File: src/rtl/spu_ins_buffer_if.sv
// Fetch/decode-facing signal bundle for the SPU instruction buffer.
// master = fetch+decode side, slave = the buffer.
interface spu_ins_buffer_if #(
    parameter int DEPTH  = 8,
    parameter int INS_WD = 32,
    parameter int PC_WD  = 32
);
    localparam int CW = $clog2(DEPTH) + 1;

    logic              in_valid0;
    logic              in_valid1;
    logic [INS_WD-1:0] in_ins0;
    logic [INS_WD-1:0] in_ins1;
    logic [PC_WD-1:0]  in_pc;
    logic              in_ready;
    logic              flush;
    logic [INS_WD-1:0] eins1;
    logic [INS_WD-1:0] eins2;
    logic [PC_WD-1:0]  pc_out;
    logic [1:0]        out_cnt;
    logic [1:0]        issue_cnt;
    logic [CW-1:0]     count;
    logic              buf_err;

    modport master (
        output in_valid0, in_valid1, in_ins0, in_ins1, in_pc, flush, issue_cnt,
        input  in_ready, eins1, eins2, pc_out, out_cnt, count, buf_err
    );

    modport slave (
        input  in_valid0, in_valid1, in_ins0, in_ins1, in_pc, flush, issue_cnt,
        output in_ready, eins1, eins2, pc_out, out_cnt, count, buf_err
    );
endinterface

File: src/rtl/spu_ins_buffer.sv
// Two-wide circular instruction buffer between SPU fetch and decode.
// Optional sticky protocol-error flag: define SPU_INS_BUF_ERR_CHK_EN.
module spu_ins_buffer #(
    parameter int DEPTH  = 8,
    parameter int INS_WD = 32,
    parameter int PC_WD  = 32
) (
    input  logic             clk,
    input  logic             rst,
    spu_ins_buffer_if.slave  bus
);
    localparam int AW = $clog2(DEPTH);
    localparam int CW = AW + 1;

    logic [INS_WD-1:0] r_ins [DEPTH];
    logic [PC_WD-1:0]  r_pc  [DEPTH];
    logic [AW-1:0]     r_head;
    logic [AW-1:0]     r_tail;
    logic [CW-1:0]     r_count;

    logic              w_in_ready;
    logic [1:0]        w_out_cnt;
    logic [1:0]        w_pop_n;
    logic [1:0]        w_push_n;
    logic [AW-1:0]     w_head_p1;
    logic [AW-1:0]     w_tail_p1;

    // in_ready looks only at registered occupancy; a same-cycle pop cannot raise it
    assign w_in_ready = (r_count <= CW'(DEPTH - 2));
    assign w_out_cnt  = (r_count >= CW'(2)) ? 2'd2 : r_count[1:0];
    assign w_head_p1  = r_head + AW'(1);
    assign w_tail_p1  = r_tail + AW'(1);

    always_comb begin
        w_pop_n  = (bus.issue_cnt > w_out_cnt) ? w_out_cnt : bus.issue_cnt;
        w_push_n = 2'd0;
        if (bus.in_valid0 && w_in_ready)
            w_push_n = bus.in_valid1 ? 2'd2 : 2'd1;
        if (bus.flush) begin
            w_pop_n  = 2'd0;
            w_push_n = 2'd0;
        end
    end

    always_ff @(posedge clk or negedge rst) begin
        if (!rst) begin
            r_head  <= '0;
            r_tail  <= '0;
            r_count <= '0;
        end else if (bus.flush) begin
            r_head  <= '0;
            r_tail  <= '0;
            r_count <= '0;
        end else begin
            r_head  <= r_head + AW'(w_pop_n);
            r_tail  <= r_tail + AW'(w_push_n);
            r_count <= r_count + CW'(w_push_n) - CW'(w_pop_n);
        end
    end

    // Storage needs no reset: visibility is gated by r_count
    always_ff @(posedge clk) begin
        if (w_push_n != 2'd0) begin
            r_ins[r_tail] <= bus.in_ins0;
            r_pc[r_tail]  <= bus.in_pc;
        end
        if (w_push_n == 2'd2) begin
            r_ins[w_tail_p1] <= bus.in_ins1;
            r_pc[w_tail_p1]  <= bus.in_pc + PC_WD'(4);
        end
    end

    assign bus.in_ready = w_in_ready;
    assign bus.out_cnt  = w_out_cnt;
    assign bus.count    = r_count;
    assign bus.eins1    = (r_count != '0)       ? r_ins[r_head]    : '0;
    assign bus.pc_out   = (r_count != '0)       ? r_pc[r_head]     : '0;
    assign bus.eins2    = (r_count >= CW'(2))   ? r_ins[w_head_p1] : '0;

`ifdef SPU_INS_BUF_ERR_CHK_EN
    logic r_buf_err;
    logic w_err;

    assign w_err = (bus.in_valid0 && !w_in_ready)
                 || (bus.issue_cnt > w_out_cnt)
                 || (bus.in_valid1 && !bus.in_valid0);

    always_ff @(posedge clk or negedge rst) begin
        if (!rst)
            r_buf_err <= 1'b0;
        else if (w_err)
            r_buf_err <= 1'b1;
    end

    assign bus.buf_err = r_buf_err;
`else
    assign bus.buf_err = 1'b0;
`endif
endmodule

File: src/flat_wrapper.sv
// flat-port wrapper written by rule: the top's interface ports become plain ports
module spu_ins_buffer_flat 
#(
    parameter int DEPTH  = 8,
    parameter int INS_WD = 32,
    parameter int PC_WD  = 32
)
  (clk, rst, bus_in_valid0, bus_in_valid1, bus_in_ins0, bus_in_ins1, bus_in_pc, bus_flush, bus_issue_cnt, bus_in_ready, bus_eins1, bus_eins2, bus_pc_out, bus_out_cnt, bus_count, bus_buf_err);
  spu_ins_buffer_if #(.DEPTH(DEPTH), .INS_WD(INS_WD), .PC_WD(PC_WD)) bus_i ();
  input  logic clk;
  input  logic rst;
  input wire logic [$bits(bus_i.in_valid0)-1:0] bus_in_valid0;
  input wire logic [$bits(bus_i.in_valid1)-1:0] bus_in_valid1;
  input wire logic [$bits(bus_i.in_ins0)-1:0] bus_in_ins0;
  input wire logic [$bits(bus_i.in_ins1)-1:0] bus_in_ins1;
  input wire logic [$bits(bus_i.in_pc)-1:0] bus_in_pc;
  input wire logic [$bits(bus_i.flush)-1:0] bus_flush;
  input wire logic [$bits(bus_i.issue_cnt)-1:0] bus_issue_cnt;
  output wire logic [$bits(bus_i.in_ready)-1:0] bus_in_ready;
  output wire logic [$bits(bus_i.eins1)-1:0] bus_eins1;
  output wire logic [$bits(bus_i.eins2)-1:0] bus_eins2;
  output wire logic [$bits(bus_i.pc_out)-1:0] bus_pc_out;
  output wire logic [$bits(bus_i.out_cnt)-1:0] bus_out_cnt;
  output wire logic [$bits(bus_i.count)-1:0] bus_count;
  output wire logic [$bits(bus_i.buf_err)-1:0] bus_buf_err;
  assign bus_i.in_valid0 = bus_in_valid0;
  assign bus_i.in_valid1 = bus_in_valid1;
  assign bus_i.in_ins0 = bus_in_ins0;
  assign bus_i.in_ins1 = bus_in_ins1;
  assign bus_i.in_pc = bus_in_pc;
  assign bus_i.flush = bus_flush;
  assign bus_i.issue_cnt = bus_issue_cnt;
  assign bus_in_ready = bus_i.in_ready;
  assign bus_eins1 = bus_i.eins1;
  assign bus_eins2 = bus_i.eins2;
  assign bus_pc_out = bus_i.pc_out;
  assign bus_out_cnt = bus_i.out_cnt;
  assign bus_count = bus_i.count;
  assign bus_buf_err = bus_i.buf_err;
  spu_ins_buffer #(.DEPTH(DEPTH), .INS_WD(INS_WD), .PC_WD(PC_WD)) u_core (.clk(clk), .rst(rst), .bus(bus_i));
endmodule
File: config.mk
export PLATFORM = sky130hd
export DESIGN_NAME = spu_ins_buffer_flat
export DESIGN_NICKNAME = d
export VERILOG_FILES = /design/src/rtl/spu_ins_buffer_if.sv /design/src/rtl/spu_ins_buffer.sv /design/src/flat_wrapper.sv
export SDC_FILE = /design/constraint.sdc
export NUM_CORES = 1
export LEC_CHECK = 0
export BUFFER_PORTS_ARGS = -buffer_cell sky130_fd_sc_hd__buf_4
export CAP_MARGIN = 20
export CELL_PAD_IN_SITES_DETAIL_PLACEMENT = 0
export CELL_PAD_IN_SITES_GLOBAL_PLACEMENT = 1
export CORE_ASPECT_RATIO = 0.8
export CORE_UTILIZATION = 40
export DETAILED_ROUTE_END_ITERATION = 7
export PLACE_DENSITY_LB_ADDON = 0.2
export SETUP_SLACK_MARGIN = 0.5
export SLEW_MARGIN = 20
export SYNTH_ARGS = -nofsm -noshare
export SYNTH_HDL_FRONTEND = slang
export SYNTH_SLANG_ARGS = --single-unit
File: constraint.sdc
create_clock -name clk -period 7.21 [get_ports clk]
set_input_delay 0.3605 -clock clk [delete_from_list [all_inputs] [get_ports clk]]
set_output_delay 0.3605 -clock clk [all_outputs]
set_load 0.02 [all_outputs]
# [Word level (Yosys, flattened, before mapping)]
# Memories as Yosys holds them, arrays and structs flattened.
# Cells that the tools add are included.
[classes] order_cmp=3 eq_ne=1 addsub=7 mux=16 reduce_logical=3
[op_table] op="32-bit 2-to-1 mux" n=3
[op_table] op="32-bit by 3-bit adder with 32-bit output (second input constant)" n=1
[op_table] op="2-bit 2-to-1 mux" n=6
[op_table] op="3-bit by 1-bit adder with 3-bit output (second input constant)" n=2
[op_table] op="3-bit by 2-bit adder with 3-bit output" n=2
[op_table] op="3-bit 2-to-1 mux" n=2
[op_table] op="4-bit by 2-bit adder with 4-bit output" n=1
[op_table] op="4-bit by 2-bit >= comparator with 1-bit output (second input constant)" n=1
[op_table] op="4-bit by 3-bit less-or-equal comparator with 1-bit output (second input constant)" n=1
[op_table] op="1-bit 2-to-1 mux" n=4
[op_table] op="4-bit 2-to-1 mux" n=1
[op_table] op="4-bit nonzero test" n=1
[op_table] op="4-bit by 2-bit subtractor with 4-bit output" n=1
[op_table] op="2-bit equality test (second input constant)" n=1
[op_table] op="2-bit > comparator" n=1
[op_table] op="2-bit nonzero test" n=1
[op_table] op="1-bit logical AND" n=1
[word_totals] wordCells=35 ram_bits=512 input_bits=103 regBits=10 mem_count=2 out_inout_bits=104
[mem_list] name="u_core.r_ins" depth=8 word_bits=32 read_ports=2 rd_ports_with_merged_regs=0 write_ports=2 line="spu_ins_buffer.sv:15" rtl="logic [INS_WD-1:0] r_ins [DEPTH];"
[mem_list] name="u_core.r_pc" depth=8 word_bits=32 read_ports=1 rd_ports_with_merged_regs=0 write_ports=2 line="spu_ins_buffer.sv:16" rtl="logic [PC_WD-1:0] r_pc [DEPTH];"

# [Depth between registers and ports, before layout]
[logic_depth] word_depth=7 mapped_depth=16 ltp_nobuf=14

# [Worst setup path before layout]
# No wires, ideal clock.
[synth_timing] path_type="register -> register" startpoint="reg u_core.r_count[3], in the netlist u_core.bus.count[3]" endpoint="mem u_core.r_ins[0][0], enable pin" period_less_slack_ns=6.500 path_buffers=0 arrival_ns=5.919 stages_incl_launch_ff=6 t_required_ns=6.629 setup_ns=0.581 slack_ns=0.710 path_cell_list="dfrtp_1 -> inv_1 -> ha_1 -> nand3_1 -> nand4_1 -> o31ai_1"
[synth_lines] item="start, declared" line="spu_ins_buffer.sv:19" rtl="logic [CW-1:0] r_count;"
[synth_lines] item="start signal, assigned" line="spu_ins_buffer.sv:57" rtl="r_count <= r_count + CW'(w_push_n) - CW'(w_pop_n);"
[synth_lines] item="end, declared" line="spu_ins_buffer.sv:15"

# [Final worst setup path]
[layout_timing] startpoint="reg u_core.r_head[0]" endpoint="out bus_pc_out[23]"
[layout_between] elab_chain_cells=2
[layout_rtl] item="start, declared" line="spu_ins_buffer.sv:17" rtl="logic [AW-1:0] r_head;"
[layout_rtl] item="start signal, assigned" line="spu_ins_buffer.sv:55" rtl="r_head <= r_head + AW'(w_pop_n);"
[layout_rtl] item="memory read 8 x 32 bit"
[layout_rtl] item="32-bit 2-to-1 mux" line="spu_ins_buffer.sv:77" rtl="assign bus.pc_out = (r_count != '0) ? r_pc[r_head] : '0;"
[layout_rtl] item="end, declared" line="flat_wrapper.sv:22" rtl="output wire logic [$bits(bus_i.pc_out)-1:0] bus_pc_out;"
# Every way passes these cells.

==> flow_summary.ini <==
[outcome]
status = complete, no violations

[floorplanning]
core-area_um2 = 72340
fp.dieW_um = 304.9
die_area_um2 = 74510
ios = 207
start_util_pct = 40.59
fp.dieH_um = 244.3
rows = 88

[worst_setup_path]
cp-end-kind = output port
crit_fanout = 50
arrival_ps = 4590
critPathRequiredTime_ps = 6850
critPathKind = reg -> out
startpoint_type = flop

[power]
p_leak_uw = 0.01195
ir_drop_mv = 0.1745
power.total_uw = 9991
p_per_area_nw_per_um2 = 299.2

[placed_design]
place_congestion = 0.7600
dp_hpwl_um = 51240
portBuffers = 205

[clock_network]
clkSinkCount = 522
clock_latency_ps = 630
cts_tree = done
root_buffer = clkbuf_16
cts.path.max_buffers = 3
cts_buffers = 57
clkTransAtPathRegs_ps = 60
cts.htree.levels = 2

[synth]
async_flop_share_pct = 1.916
syn_area_um2 = 29370
yosysWarnings = 0
synthTopCellsByCount = nand2_1 (1014), edfxtp_1 (512), mux4_2 (192), nor2_1 (158), xnor2_1 (150)
synth_top_area_cell = edfxtp_1
syn_nets = 2727
avgSynthCellArea_um2 = 11.26
synthDistinctLibCells = 45
syn-instance-count = 2608
yosysSeqAreaShare_pct = 53.21
synth.area.top_cells = edfxtp_1 (52%), mux4_2 (15%), nand2_1 (13%), xnor2_1 (4.5%), xor2_1 (2.5%)
ys_ff_latch = 522
synth_edf_count = 512
synth.top_cell.area_share_pct = 52.36
synth_most_common_cell = nand2_1
ys.flop_type = edfxtp_1

[drt]
viasPerCell = 5.495
drtIter0Drc = 2006
wirelength_um = 89130
wl_per_cell_um = 24.41
first_pass_iters = 5
postRouteAntennaNets = 0
routed-via-count = 20070
drc = 0

[timing]
drv_slew = 0
fin_crit_sh_pct = 68.65
rsz0062_at_grt = false
setup_tns_ps = 0
finalSetupViolCount = 0
fmax_ghz = 0.2020
hold_viol = 0
fin_crit_ps = 4949
relSlewSlack_pct = 22.18
worst_pin_slew_ps = 1162
skew_ps = 19.58

[grt]
grt_use_total_pct = 23.89
grt_pass1_vias = 19840
antenna_found_initial = 6
grt_first_pass_wirelength_um = 132000
grt_start_max_net_pins = 67
grt_remaining_overflow = 0

[layout]
drive_gt1_share_pct = 21.24
final_nets = 2779
num-fill-cells = 6469
diodes = 0
syn_to_final_growth_pct = 13.72

[job]
maxCapViolations = 0

[hold_path]
worst_hold_path_type = in -> reg
==> layout by cell type (no fill, tap or decap), drive strengths merged, types with 12 or more instances in the layout <==
cell type	synthesis	routed
buf	110	244
clkinv	0	24
nor3	12	12
nor2	158	158
o21ai	15	15
nand4	13	13
inv	15	15
mux4	192	192
ha	12	12
xnor2	150	150
a21oi	34	34
clkbuf	145	73
nand3	14	14
mux2i	64	64
xor2	83	83
edfxtp	512	512
nand2	1014	1014
==> path summary, 6_finish.rpt <==
check                                    startpoint                  end  slack [ps]  cells after the start
worst max-delay path               u_core.r_head[0]       bus_pc_out[23]        2260                      6
worst min-delay path                bus_in_ins1[31]  u_core.r_ins[3][31]          60                      3
worst max register to register  u_core.bus.count[3]   u_core.r_pc[6][31]        3090                      9
worst min register to register     u_core.r_tail[0]     u_core.r_tail[0]         730                      2
max in group asynchronous                       rst     u_core.r_head[2]        6940                      2
min in group asynchronous                       rst  u_core.bus.count[1]         110                      2
==> critical path: stages (launching register included) <==
cell	delay (ps)
dfrtp_4	960
buf_4	860
buf_4	760
mux4_2	600
mux2i_1	430
nor2_1	90
buf_4	190
==> kinds of logic (layout without fill, tap and decap cells) <==
family                   Yosys count  count (layout)  synth area share, %
multiplexers                     256             256                16.91
AND/OR/NAND/NOR                 1257            1257                17.27
adder cells (fa/ha/maj)           16              16               0.7840
XOR/XNOR                         233             233                6.949
flip-flops                       522             522                53.21
buffers and inverters            270             369                3.924
other                              1               1              0.01277
AO/OA/AOI/OAI                     53              53               0.9459
==> timing repair <==
item                      in CTS  in global routing
hold endpoints to repair      34                  0
hold buffers                   4                  0
setup buffers                  0                  0
resized for setup              0                  0
==> routing by layer <==
layer	wire length (µm)	global-route usage, %
met5	77	0
met3	5875	3.787
met1	39370	33.58
met2	41950	38.70
met4	1862	5.942
==> stage by stage <==
stage	cell area [µm²]	utilization, %	std cells	hold WS (ps)	setup WS [ps]
after floorplan	29370	-	2608	64.91	710.0
after global placement	31490	43.53	3539	199.9	2668
after detailed placement	31570	43.64	3542	201.3	2675
after CTS	33390	46.16	3652	30.87	1999
after global routing	33400	46.17	3652	59.26	1871
final	33400	46.17	3652	63.98	2261
==> sequential cells by signal, summed over array words and instances (netlist names) <==
register,count
u_core.bus.count,4
u_core.r_tail,3
u_core.r_head,3
u_core.r_pc,256
u_core.r_ins,256
==> power breakdown <==
| group | total (µW) | switching (µW) | internal, µW |
|---|---|---|---|
| registers | 3590 | 120 | 3470 |
| clock network | 2850 | 1250 | 1600 |
| logic | 3560 | 2010 | 1550 |
==> layout make-up <==
| class | count | area, µm² | share of cell area (%) |
|---|---|---|---|
| tap | 945 | 1182 | 3.541 |
| inverter | 15 | 56.30 | 0.1686 |
| sequential | 522 | 15640 | 46.82 |
| multi-input combinational | 1816 | 12800 | 38.34 |
| timing repair buffer | 248 | 1936 | 5.796 |
| clock inverter | 33 | 255.2 | 0.7643 |
| clock buffer | 73 | 1528 | 4.575 |
No activity file was read; power rests on OpenSTA's default activity.
